===== config.mk =====
export PLATFORM = sky130hd
export DESIGN_NAME = wb_rr_arb
export DESIGN_NICKNAME = d
export VERILOG_FILES = /design/src/rtl/wb_rr_arb.sv
export SDC_FILE = /design/constraint.sdc
export NUM_CORES = 1
export LEC_CHECK = 0
export BUFFER_PORTS_ARGS = -buffer_cell sky130_fd_sc_hd__buf_2
export CAP_MARGIN = 20
export CORE_AREA = 8 8 160 162
export DETAILED_ROUTE_END_ITERATION = 7
export DIE_AREA = 0 0 168 170
export RECOVER_POWER = 100
export SYNTH_ARGS = -nofsm -noshare
export SYNTH_HDL_FRONTEND = slang
export SYNTH_SLANG_ARGS = --single-unit

===== constraint.sdc =====
create_clock -name wb_clk -period 5.55 [get_ports wb_clk]
set_input_delay 0.555 -clock wb_clk [delete_from_list [all_inputs] [get_ports wb_clk]]
set_output_delay 0.555 -clock wb_clk [all_outputs]
set_load 0.01 [all_outputs]

===== src/rtl/wb_rr_arb.sv =====
// Round-robin Wishbone arbiter: NMAST masters share one slave port, with a
// one-cycle arbitration step, a dead cycle between grants and a watchdog.
module wb_rr_arb #(
    parameter int          NMAST   = 4,
    parameter int          TIMEOUT = 255,
    parameter logic [31:0] TO_DATA = 32'hDEADBEEF
) (
    input  logic                     wb_clk,
    input  logic                     wb_rst,
    input  logic [NMAST-1:0]         m_cyc,
    input  logic [NMAST*32-1:0]      m_adr,
    input  logic [NMAST-1:0]         m_we,
    input  logic [NMAST*4-1:0]       m_sel,
    input  logic [NMAST*32-1:0]      m_dat,
    output logic [NMAST-1:0]         m_ack,
    output logic [31:0]              m_rdt,
    output logic                     x_cyc,
    output logic [31:0]              x_adr,
    output logic                     x_we,
    output logic [3:0]               x_sel,
    output logic [31:0]              x_dat,
    input  logic                     x_ack,
    input  logic [31:0]              x_rdt,
    output logic                     busy,
    output logic [$clog2(NMAST)-1:0] grant,
    output logic                     timeout
);

    localparam int GW = $clog2(NMAST);
    localparam int TW = $clog2(TIMEOUT + 1);

    // Handshake: a master request is live while m_cyc is high; the access
    // completes in the cycle m_ack is high (slave ack or watchdog expiry).
    typedef enum logic {IDLE = 1'b0, BUSY = 1'b1} state_t;

    state_t          state_q, state_d;
    logic [GW-1:0]   grant_d;
    logic [GW-1:0]   next_grant;
    logic [TW-1:0]   timer_q, timer_d;
    logic            expire;

    logic [31:0]     adr_a [NMAST];
    logic [31:0]     dat_a [NMAST];
    logic [3:0]      sel_a [NMAST];

    always_comb begin
        for (int i = 0; i < NMAST; i++) begin
            adr_a[i] = m_adr[32*i +: 32];
            dat_a[i] = m_dat[32*i +: 32];
            sel_a[i] = m_sel[4*i +: 4];
        end
    end

    // Scan from the farthest offset down so the nearest requester after grant wins.
    always_comb begin
        int idx;
        idx        = 0;
        next_grant = grant;
        for (int i = NMAST; i >= 1; i--) begin
            idx = int'(grant) + i;
            if (idx >= NMAST) idx = idx - NMAST;
            if (m_cyc[idx[GW-1:0]]) next_grant = idx[GW-1:0];
        end
    end

    assign expire = (timer_q == TW'(TIMEOUT - 1));
    assign busy   = (state_q == BUSY);

    always_comb begin
        state_d = state_q;
        grant_d = grant;
        timer_d = timer_q;
        x_cyc   = 1'b0;
        x_adr   = '0;
        x_we    = 1'b0;
        x_sel   = '0;
        x_dat   = '0;
        m_ack   = '0;
        m_rdt   = '0;
        timeout = 1'b0;
        case (state_q)
            IDLE: begin
                if (|m_cyc) begin
                    grant_d = next_grant;
                    timer_d = '0;
                    state_d = BUSY;
                end
            end
            BUSY: begin
                x_adr = adr_a[grant];
                x_we  = m_we[grant];
                x_sel = sel_a[grant];
                x_dat = dat_a[grant];
                // x_cyc must not depend on x_ack, so expiry forces it low unconditionally.
                x_cyc = m_cyc[grant] && !expire;
                if (x_ack) begin
                    m_ack[grant] = 1'b1;
                    m_rdt        = x_rdt;
                    state_d      = IDLE;
                end else if (!m_cyc[grant]) begin
                    state_d = IDLE;
                end else if (expire) begin
                    m_ack[grant] = 1'b1;
                    m_rdt        = TO_DATA;
                    timeout      = 1'b1;
                    state_d      = IDLE;
                end else begin
                    timer_d = timer_q + 1'b1;
                end
            end
            default: state_d = IDLE;
        endcase
    end

    always_ff @(posedge wb_clk or posedge wb_rst) begin
        if (wb_rst) begin
            state_q <= IDLE;
            grant   <= GW'(NMAST - 1);
            timer_q <= '0;
        end else begin
            state_q <= state_d;
            grant   <= grant_d;
            timer_q <= timer_d;
        end
    end

endmodule


---- After elaboration in Yosys (flattened, before gate mapping) ----
Cells that the tools add are included.
storage, ports and cells
  bits in registers ....................... 11
  input bits .............................. 315
  output and inout bits ................... 110
  logic and storage cells ................. 95
operators by class
  add/sub/neg operators ................... 9
  $lt $le $gt $ge ......................... 11
  equality and inequality tests ........... 5
  mux-type cells .......................... 58
  bitwise logic cells ..................... 2
  reductions and logical operators ........ 7
operators with widths
  cell                                                                                  count
  32-bit 2-to-1 mux                                                                     10
  32-bit binary-select mux with 2-bit select                                            2
  8-bit 2-to-1 mux                                                                      4
  4-bit 2-to-1 mux                                                                      7
  1-bit 2-to-1 mux                                                                      17
  2-bit 2-to-1 mux                                                                      8
  8-bit case mux with 2 select lines                                                    1
  2-bit by 3-bit less-than comparator with 1-bit output (second input constant)         5
  1-bit binary-select mux with 2-bit select                                             6
  3-bit greater-or-equal comparator (second input constant)                             4
  8-bit by 1-bit adder with 8-bit output (second input constant)                        1
  4-bit binary-select mux with 2-bit select                                             1
  8-bit == test (second input constant)                                                 1
  2-bit by 1-bit subtractor with 2-bit output (second input constant)                   4
  2-bit by 2-bit adder with 3-bit output (second input constant)                        2
  2-bit != test (second input constant)                                                 3
  2-bit by 3-bit adder with 4-bit output (second input constant)                        1
  4-bit by 3-bit greater-or-equal comparator with 1-bit output (second input constant)  1
  4-bit AND reduction                                                                   1
  4-bit nonzero test                                                                    1
  4-bit OR reduction                                                                    1
  2-bit by 1-bit adder with 3-bit output (second input constant)                        1
  2-bit inverter with 3-bit output                                                      1
  3-bit AND reduction                                                                   1
  7 further kinds                                                                       8

---- Depth between registers and ports, before layout ----
  depth in word-level cells ............... 9
  mapped depth ............................ 8
  mapped depth without buffers ............ 6

---- Least setup slack after synthesis ----
OpenSTA, ideal clock, no wires.
  path kind ............................... register to output
  from .................................... register grant[0]
  to ...................................... output port x_adr[22]
  arrival ................................. 1.884 ns
  data required time ...................... 4.995 ns
  path slack .............................. 3.111 ns
  cell stages (with the launch flop) ...... 6
  path buffers ............................ 3
  cells stage by stage .................... dfstp_2 buf_6 buf_2 buf_4 mux4_2 and2_1
on the way
  cells in the longest elaborated chain, start to end .. 5
RTL lines
  element                                                 line  RTL
  start: declaration                                      25    output logic [$clog2(NMAST)-1:0] grant,
  start signal: assignment                                118   grant <= GW'(NMAST - 1);
  start signal: assignment                                122   grant <= grant_d;
  2-bit inverter with 3-bit output (implied by the code)  90    x_adr = adr_a[grant];
  32-bit binary-select mux with 2-bit select              90
  32-bit 2-to-1 mux (implied by the code) (2 in a row)    90
  32-bit 2-to-1 mux                                       81    case (state_q)
  end: declaration                                        18    output logic [31:0] x_adr,
Every way passes these cells. The select of a mux whose other input is x is not followed.

---- Final worst setup path ----
  from .................................... register grant[0]
  to ...................................... output port x_we
on the way
  cells in the longest elaborated chain, start to end .. 3
RTL lines
  element                                    line  RTL
  1-bit binary-select mux with 2-bit select  91    x_we = m_we[grant];
  1-bit 2-to-1 mux (implied by the code)     91
  1-bit 2-to-1 mux                           81
  end: declaration                           19    output logic x_we,
Every way passes these cells. The select of a mux whose other input is x is not followed.

==> metrics.cfg <==
[outcome]
status=finished with violations
violations=capacitance limit, slew limit

[timing]
setup_viol=0
fmax_ghz=0.240
slew_headroom_pct=-9.72
fin_setup_tns_ns=0
rsz0062_at_grt=no
worst_pin_slew_ns=1.65
fin_crit_sh_pct=75.0
whs_ns=0.318
hold_viol=0
final_max_slew_viol_count=83
period_minus_slack_ns=4.16
finClkSkew_ns=0.00329

[clock_network]
cts-resized-gates=0
htreeDepth=1
path_clk_slew_ns=0.04
cts_hold_buffers=0
postCtsSetupBuffers=0
cts_buffer_depth=2
cts_buffers=3
cts_tree=yes
clock_latency_ns=0.24
cts_root_buf=clkbuf_16
clock-sinks=11

[setup_path]
arrival_ns=3.61
crit_start=grant[0]$_DFFE_PP1P_
cp_max_fo=46
crit_path_end_kind=output pin
cp_slowest_stage_delay_ns=1.27
r2r_start=grant[0]$_DFFE_PP1P_
r2r_slack_ns=1.62
r2r_cells=7
crit_required_ns=4.99
crit_chain=clkbuf_2 > mux4_2 > and2_1 > clkbuf_1
critical_path_class=reg -> out
cp-start-kind=register
crit_end=x_we
crit_slowest_cell=clkbuf_2
timing.rr.end=grant[0]$_DFFE_PP1P_

[routing]
drt_first_pass_iters=4
drt.antenna.violating_nets=0
post_drt_wl_per_cell_um=20.5
drcViolationCount=0
drt-total-wl_um=20200
vias=4302
viasPerCell=4.36
drt_iter0_markers=222

[place]
dp_hpwl_um=17700
io_buffers=424
gp_congestion=0.918

[synth]
synth_top_cell_by_area=mux4_2
synth_top_area_share_pct=49.8
synth-seq-cells=11
syn-mean-instance-area_um2=11.0
seq_area_frac_synth_pct=8.54
synthTopCellsByArea=mux4_2 (50%), and2_1 (14%), dfrtp_1 (6.9%), a21o_1 (5.5%), ha_1 (2.3%)
synth_warnings=0
synth_cell_type_count=38
syn_nets=617
synthCells=296
synth_area_um2=3250

[global_routing]
grt_pass1_vias=4573
antenna_found_initial=7
grt_max_degree=84
grt_first_pass_wirelength_um=29500
grt-ovfl-total=0
track_usage_pct=13.1

[worst_hold_path]
hp-class=in -> async

[layout]
fin_nets=1016
syn_to_final_growth_pct=71.3
drive_gt1_share_pct=60.8

[run]
cap_viol_max_count=2

[power]
cellPowerDensity_nw_per_um2=393
power.static_leakage_uw=0.00278
ir_drop_mv=0.198

[floorplan]
rows=56
core_area_um2=23100
die_w_um=168
num_io_pins=425
die_y_um=170
start_util_pct=14.1
die_area_um2=28600

[report_power, final]
part | total [uW] | switching [uW] | internal [uW]
sequential | 239 | 130 | 108
combinational | 1820 | 887 | 934
clock | 132 | 35.5 | 96.4
[per-layer routing]
layer  track usage [%]  share of wire (%)  wire length (um)
met3              3.75                8.9              1800
met5                 0               0.27                55
met1              16.0                 40              8070
met4              1.79               0.94               191
met2              22.8                 50             10100
[worst max-delay path: cells and delay by family, from the launching register on]
family	cells	cell delay, ns
muxes	1	0.71
and+or+nand+nor	1	0.19
DFF	1	0.99
buffers and inverters	2	1.41
[cells by family (layout without fill, tap and decap cells)]
family	after synthesis	after routing	synth area share (%)
simple gates	115	115	21.7
mux	74	74	50.5
compound gates	48	48	10.8
buf+inv	40	438	5.62
flops	11	11	8.54
fa+ha+maj	6	6	2.31
xor+xnor	2	2	0.539
other cells	0	2	0
[per-stage QoR]
step                util, %  total power, uW  cell area (um2)  setup WS [ns]  std cells
floorplan                 -             1490             3250           3.11        296
global placement       24.4             2150             5630           2.54        980
detailed placement     24.4             2170             5630           2.46        980
CTS                    24.7             2310             5700           2.20        984
global route           24.2             2390             5570          0.983        986
finish                 24.2             2190             5570           1.39        986
[state kept, by name (all words and copies together), names as in the netlist]
signal and count:
timer_q 8, busy 1, grant 2
[how the worst min path moves through the flow]
stage                                   to  slack [ns]  cells after the start
floorplan                   busy$_DFF_PP0_        0.41                      1
global placement    timer_q[7]$_DFFE_PP0P_        0.48                      1
detailed placement  timer_q[7]$_DFFE_PP0P_        0.50                      1
CTS                 timer_q[1]$_DFFE_PP0P_        0.34                      2
global route        timer_q[1]$_DFFE_PP0P_        0.37                      2
finish              timer_q[0]$_DFFE_PP0P_        0.32                      2
[placed cells by master, fill, tap and decap left out, drive strengths merged, types with 7 or more instances in the layout]
master	n
a21o	24
and2	74
and3	10
buf	342
clkbuf	89
dfrtp	9
inv	7
mux4	72
nor2	7
o21ai	8
[Yosys cell counts (all sizes together)]
library cell / instances
a21o: 24
inv: 7
o41ai: 1
clkbuf: 16
a21oi: 6
a31oi: 3
mux2i: 2
dfrtp: 9
nor2b: 3
and3: 10
mux4: 72
xor2: 1
a2111oi: 1
o21ai: 8
xnor2: 1
dfstp: 2
nor3: 3
o211ai: 1
or3: 4
nand2: 4
and4: 1
nor2: 7
a32oi: 1
and2: 74
nand3: 4
o2111ai: 1
nand4: 4
nor4b: 1
o311ai: 1
buf: 17
ha: 6
a211o: 1
[layout make-up]
class	count	area, um2
Timing Repair Buffer	427	2040
Inverter	7	26.3
Multi-Input combinational cell	245	2780
Sequential cell	11	283
Clock buffer	4	78.8
Fill cell	2569	17500
Antenna cell	2	5.00
Tap cell	290	363
(Power assumes the default switching activity.)
